`config.mk`:
```
export PLATFORM = sky130hd
export DESIGN_NAME = uart_tx_feeder
export DESIGN_NICKNAME = d
export VERILOG_FILES = /design/src/rtl/uart_tx_feed_pkg.sv /design/src/rtl/uart_tx_sync_fifo.sv /design/src/rtl/uart_tx_feeder.sv
export SDC_FILE = /design/constraint.sdc
export NUM_CORES = 1
export LEC_CHECK = 0
export CAP_MARGIN = 20
export CORE_ASPECT_RATIO = 1.5
export CORE_MARGIN = 8
export CORE_UTILIZATION = 41
export DETAILED_ROUTE_END_ITERATION = 7
export GPL_TIMING_DRIVEN = 0
export PLACE_DENSITY = 0.71
export SLEW_MARGIN = 20
export SYNTH_ARGS = -nofsm -noshare
export SYNTH_HDL_FRONTEND = slang
export SYNTH_HIERARCHICAL = 1
export SYNTH_SLANG_ARGS = --single-unit
```
`constraint.sdc`:
```
create_clock -name CLK -period 4.9 [get_ports CLK]
set_input_delay 0.735 -clock CLK [delete_from_list [all_inputs] [get_ports CLK]]
set_output_delay 0.735 -clock CLK [all_outputs]
set_load 0.03 [all_outputs]
```
`src/rtl/uart_tx_feed_pkg.sv`:
```
// uart_tx_feed_pkg: state encoding and constants shared by the UART TX feeder and its FIFO.
package uart_tx_feed_pkg;
  typedef enum logic [1:0] {
    IDLE      = 2'b00,
    ISSUE     = 2'b01,
    WAIT_ACK  = 2'b10,
    WAIT_DONE = 2'b11
  } state_t;
  localparam int ACK_TIMEOUT = 2;
  localparam int DROP_W = 8;
endpackage

```
`src/rtl/uart_tx_sync_fifo.sv`:
```
// uart_tx_sync_fifo: synchronous FIFO with wrap-bit pointers and registered FULL/EMPTY/COUNT.
module uart_tx_sync_fifo #(
  parameter int DATA_WIDTH = 8,
  parameter int DEPTH = 8,
  parameter int ADDR_W = $clog2(DEPTH)
) (
  input  logic                  CLK,
  input  logic                  RST,
  input  logic [DATA_WIDTH-1:0] wr_data_i,
  input  logic                  wr_en_i,
  input  logic                  pop_i,
  output logic [DATA_WIDTH-1:0] rd_data_o,
  output logic                  full_o,
  output logic                  empty_o,
  output logic [ADDR_W:0]       count_o
);
  logic [DATA_WIDTH-1:0] mem_q [DEPTH];
  logic [ADDR_W:0] wr_ptr_q, wr_ptr_d, rd_ptr_q, rd_ptr_d, count_q;
  logic full_q, empty_q, wr;
  // FULL is the pre-pop flag, so a write colliding with a pop on a full FIFO is still dropped
  assign wr = wr_en_i && !full_q;
  assign wr_ptr_d = wr ? wr_ptr_q + (ADDR_W+1)'(1) : wr_ptr_q;
  assign rd_ptr_d = (pop_i && !empty_q) ? rd_ptr_q + (ADDR_W+1)'(1) : rd_ptr_q;
  assign rd_data_o = mem_q[rd_ptr_q[ADDR_W-1:0]];
  assign full_o = full_q;
  assign empty_o = empty_q;
  assign count_o = count_q;
  always_ff @(posedge CLK)
    if (wr) mem_q[wr_ptr_q[ADDR_W-1:0]] <= wr_data_i;
  always_ff @(posedge CLK or negedge RST)
    if (!RST) begin
      wr_ptr_q <= '0;
      rd_ptr_q <= '0;
      full_q   <= 1'b0;
      empty_q  <= 1'b1;
      count_q  <= '0;
    end else begin
      wr_ptr_q <= wr_ptr_d;
      rd_ptr_q <= rd_ptr_d;
      full_q   <= (wr_ptr_d[ADDR_W] != rd_ptr_d[ADDR_W]) && (wr_ptr_d[ADDR_W-1:0] == rd_ptr_d[ADDR_W-1:0]);
      empty_q  <= wr_ptr_d == rd_ptr_d;
      count_q  <= wr_ptr_d - rd_ptr_d;
    end
endmodule

```
`src/rtl/uart_tx_feeder.sv`:
```
// uart_tx_feeder: FIFO-backed issue stage keeping exactly one UART frame in flight.
// Define UART_TX_FEEDER_DROP_CNT_EN to add DROP_CNT, a saturating count of writes refused while full.
module uart_tx_feeder
  import uart_tx_feed_pkg::*;
#(
  parameter int DATA_WIDTH = 8,
  parameter int DEPTH = 8,
  parameter int ADDR_W = $clog2(DEPTH)
) (
  input  logic                  CLK,
  input  logic                  RST,
  input  logic [DATA_WIDTH-1:0] WR_DATA,
  input  logic                  WR_EN,
  output logic                  FULL,
  output logic                  EMPTY,
  output logic [ADDR_W:0]       FIFO_COUNT,
  input  logic                  TX_BUSY,
  output logic [DATA_WIDTH-1:0] TX_P_DATA,
  output logic                  TX_DATA_VALID
`ifdef UART_TX_FEEDER_DROP_CNT_EN
  ,
  output logic [DROP_W-1:0]     DROP_CNT
`endif
);
  state_t state_q;
  logic [1:0] ack_cnt_q;
  logic [DATA_WIDTH-1:0] data_q, head;
  logic valid_q, pop;
  assign pop = (state_q == IDLE) && !EMPTY && !TX_BUSY;
  assign TX_P_DATA = data_q;
  assign TX_DATA_VALID = valid_q;
  uart_tx_sync_fifo #(.DATA_WIDTH(DATA_WIDTH), .DEPTH(DEPTH)) u_fifo (
    .CLK(CLK),
    .RST(RST),
    .wr_data_i(WR_DATA),
    .wr_en_i(WR_EN),
    .pop_i(pop),
    .rd_data_o(head),
    .full_o(FULL),
    .empty_o(EMPTY),
    .count_o(FIFO_COUNT)
  );
  // A missing busy acknowledge still consumes the byte; it is never re-issued
  always_ff @(posedge CLK or negedge RST)
    if (!RST) begin
      state_q   <= IDLE;
      ack_cnt_q <= '0;
      data_q    <= '0;
      valid_q   <= 1'b0;
    end else begin
      valid_q <= 1'b0;
      case (state_q)
        IDLE: if (pop) begin
          state_q <= ISSUE;
          data_q  <= head;
          valid_q <= 1'b1;
        end
        ISSUE: begin
          state_q   <= WAIT_ACK;
          ack_cnt_q <= '0;
        end
        WAIT_ACK:
          if (TX_BUSY) state_q <= WAIT_DONE;
          else if (ack_cnt_q == 2'(ACK_TIMEOUT - 1)) state_q <= IDLE;
          else ack_cnt_q <= ack_cnt_q + 2'd1;
        WAIT_DONE: if (!TX_BUSY) state_q <= IDLE;
        default: state_q <= IDLE;
      endcase
    end
`ifdef UART_TX_FEEDER_DROP_CNT_EN
  logic [DROP_W-1:0] drop_q;
  always_ff @(posedge CLK or negedge RST)
    if (!RST) drop_q <= '0;
    else if (WR_EN && FULL && drop_q != '1) drop_q <= drop_q + DROP_W'(1);
  assign DROP_CNT = drop_q;
`endif
endmodule
```
==> results.json <==
{
  "status": "finished clean",
  "drtIter0Drc": 136,
  "crit_path_start": "TX_BUSY",
  "avgViaCountPerCell": 5.14,
  "timing.rr.end": "u_fifo/count_o[2]$_DFF_PN0_",
  "grt_antenna_before_repair": 0,
  "power.density_mw_per_mm2": 643,
  "cts_tree": "yes",
  "layout_common_cells": "edfxtp_1 (64), dfrtp_1 (26), clkdlybuf4s50_1 (25)",
  "grt_pass1_wl_um": 10400,
  "grt_max_degree": 28,
  "synth_xor_area_share_pct": 2.61,
  "finalNonFillerCells": 351,
  "fin_tns_setup_ns": 0,
  "via_count": 1805,
  "nNetsFinal": 253,
  "synth_seq_cells": 91,
  "cap_violations": 0,
  "synth_simple_gate_area_share_pct": 5.36,
  "synth_area_sq_mm": 0.00369,
  "r2r_slack_ns": 2.38,
  "die_width_um": 93.4,
  "crit_end": "u_fifo/count_o[2]$_DFF_PN0_",
  "cts_made_buffers": 9,
  "coreArea_sq_mm": 0.00878,
  "finalSetupViolCount": 0,
  "avgSynthCellArea_sq_um": 18.5,
  "gr-total-overflow": 0,
  "total_power_mw": 2.81,
  "synth_nets": 216,
  "cts.repair.resized": 0,
  "gp_congestion": 0.740,
  "clk_latency_ns": 0.33,
  "ir_drop_mv": 0.273,
  "synth.mux.area_fraction_pct": 15.4,
  "finalCriticalPeriod_ns": 3.04,
  "synth_top_family_by_area": "multiplexers",
  "crit_type": "primary input to flop",
  "cts_setup_buffers": 0,
  "dpl.hpwl_um": 4270,
  "fillCellCount": 704,
  "synthArstFlopShare_pct": 29.7,
  "ioPinCount": 27,
  "synth-main-ff-cell": "edfxtp_1",
  "p_leak_nw": 1.56,
  "synth_cell_types": 32,
  "synth_cells": 199,
  "cp-start-kind": "primary input",
  "critPathRequiredTime_ns": 5.15,
  "firstDrtPassIters": 4,
  "wl_um": 6520,
  "fin_worst_skew_ns": 0.00384,
  "finalHoldViolCount": 0,
  "clk_path_buf_depth": 2,
  "rows": 42,
  "dieHeight_um": 132,
  "route.antenna.remaining_nets": 0,
  "synthAdderAreaFrac_pct": 2.00,
  "crit_arrival_ns": 3.29,
  "ys_seq_area_share_pct": 70.5,
  "dieArea_sq_mm": 0.0123,
  "min_period_over_period_pct": 62.0,
  "grt_pass1_vias": 1892,
  "reg2reg_from": "state_q[0]$_DFFE_PN0P_",
  "placed_cells": 335,
  "synth_edf_count": 64,
  "wl_per_cell_um": 18.6,
  "timing.slew.headroom_pct": 33.7,
  "fmax_mhz": 329,
  "cts_sinks": 91,
  "grt_usage_pct": 11.6,
  "antenna_cells": 0,
  "worst_setup_path_end_kind": "flop",
  "reg2reg_depth": 8,
  "final_common_cell": "edfxtp_1",
  "cts_htree_levels": 3,
  "ys_warn_count": 6,
  "area_growth_syn_to_layout_pct": 18.6,
  "hp-class": "primary input to async pin",
  "max_slew.worst_pin.slew_ns": 0.991,
  "clk_pin_slew_ns": 0.06,
  "drive_gt1_share_pct": 27.8,
  "clock-root-buffer": "clkbuf_16",
  "finalMaxSlewViolations": 0,
  "cts-hold-fix-buffers": 0,
  "start_util_pct": 42.0,
  "numPortBuffers": 26,
  "rsz0062_at_grt": "no",
  "drc_errors": 0,
  "critPathMaxFanout": 11,
  "synth_compound_area_share_pct": 1.73
}
-- state kept, by name, indices dropped and copies added (netlist names) --
register and cells:
u_fifo/mem_q 64, u_fifo/rd_ptr_q 4, u_fifo/wr_ptr_q 4, ack_cnt_q 2
u_fifo/count_o 4, state_q 2, u_fifo/full_o 1, TX_P_DATA 8
u_fifo/empty_o 1, TX_DATA_VALID 1
-- kinds of logic after synthesis --
kind of cell / count (synthesis)
simple gates: 34
xor+xnor: 11
flops: 91
buf+inv: 15
mux: 34
compound gates: 8
fa+ha+maj: 6
-- report_power, final --
part           switching (mW)  total (mW)  internal [mW]
clock                   0.252       0.635          0.383
sequential             0.0817        1.10           1.02
combinational           0.560        1.07          0.514
total                   0.893        2.81           1.92
-- routing by layer --
metal	wire length, um	GRT usage [%]
met3	307	3.14
met5	0	0
met4	149	6.93
met2	3490	19.2
met1	2570	12.8
-- synthesized netlist by cell type (2+ instances only) --
| master | instances | area share [%] |
|---|---|---|
| edfxtp_1 | 64 | 52 |
| dfrtp_1 | 26 | 18 |
| mux2_2 | 16 | 4.9 |
| mux4_2 | 16 | 9.8 |
| nor2_1 | 15 | 1.5 |
| inv_1 | 8 | 0.81 |
| xnor2_1 | 6 | 1.4 |
| ha_1 | 5 | 1.7 |
| xor2_1 | 5 | 1.2 |
| buf_2 | 3 | 0.41 |
| buf_6 | 3 | 0.92 |
| nand2b_1 | 3 | 0.51 |
| nand3b_1 | 3 | 0.61 |
| a21o_2 | 2 | 0.48 |
| a21oi_1 | 2 | 0.27 |
| a22o_1 | 2 | 0.48 |
| nand2_1 | 2 | 0.20 |
| nand3_1 | 2 | 0.27 |
| nor3_1 | 2 | 0.27 |
| nor4_1 | 2 | 0.34 |
-- metrics by stage --
step | setup slack [ns] | area [sq um] | util (%) | hold WS [ns]
floorplan | 2.45 | 3690 | - | 0.439
global placement | 1.52 | 4080 | 46.5 | 0.494
detailed placement | 1.46 | 4090 | 46.6 | 0.498
CTS | 1.82 | 4370 | 49.8 | 0.440
global route | 1.66 | 4370 | 49.8 | 0.469
finish | 1.86 | 4370 | 49.8 | 0.422
-- worst min path at each step --
stage                                        start                  endpoint  cells past startpoint
after global routing                           RST  TX_P_DATA[6]$_DFFE_PN0P_                      1
final                                          RST  TX_P_DATA[1]$_DFFE_PN0P_                      1
after detailed placement  TX_P_DATA[1]$_DFFE_PN0P_  TX_P_DATA[1]$_DFFE_PN0P_                      1
after floorplan                                RST   TX_DATA_VALID$_DFF_PN0_                      0
after global placement    TX_P_DATA[1]$_DFFE_PN0P_  TX_P_DATA[1]$_DFFE_PN0P_                      1
after CTS                                      RST  ack_cnt_q[0]$_DFFE_PN0P_                      1
-- worst max-delay path, cell delays in order --
cell and delay, ns:
clkdlybuf4s50_1 0.54, nor4_4 0.87, nand2b_4 0.12, mux2_4 0.36, xor2_1 0.19, ha_1 0.22
nor2_1 0.13, xnor2_1 0.12
-- cell type report --
cell class	instances	area, sq um	area share, %
Sequential cell	91	2600	59.4
Multi-Input combinational cell	93	1010	23.1
Clock buffer	14	274	6.27
Timing Repair Buffer	26	255	5.84
Tap cell	110	138	3.15
Buffer	7	56.3	1.29
Inverter	8	30.0	0.687
Clock inverter	2	8.76	0.200
(Power assumes the default switching activity.)
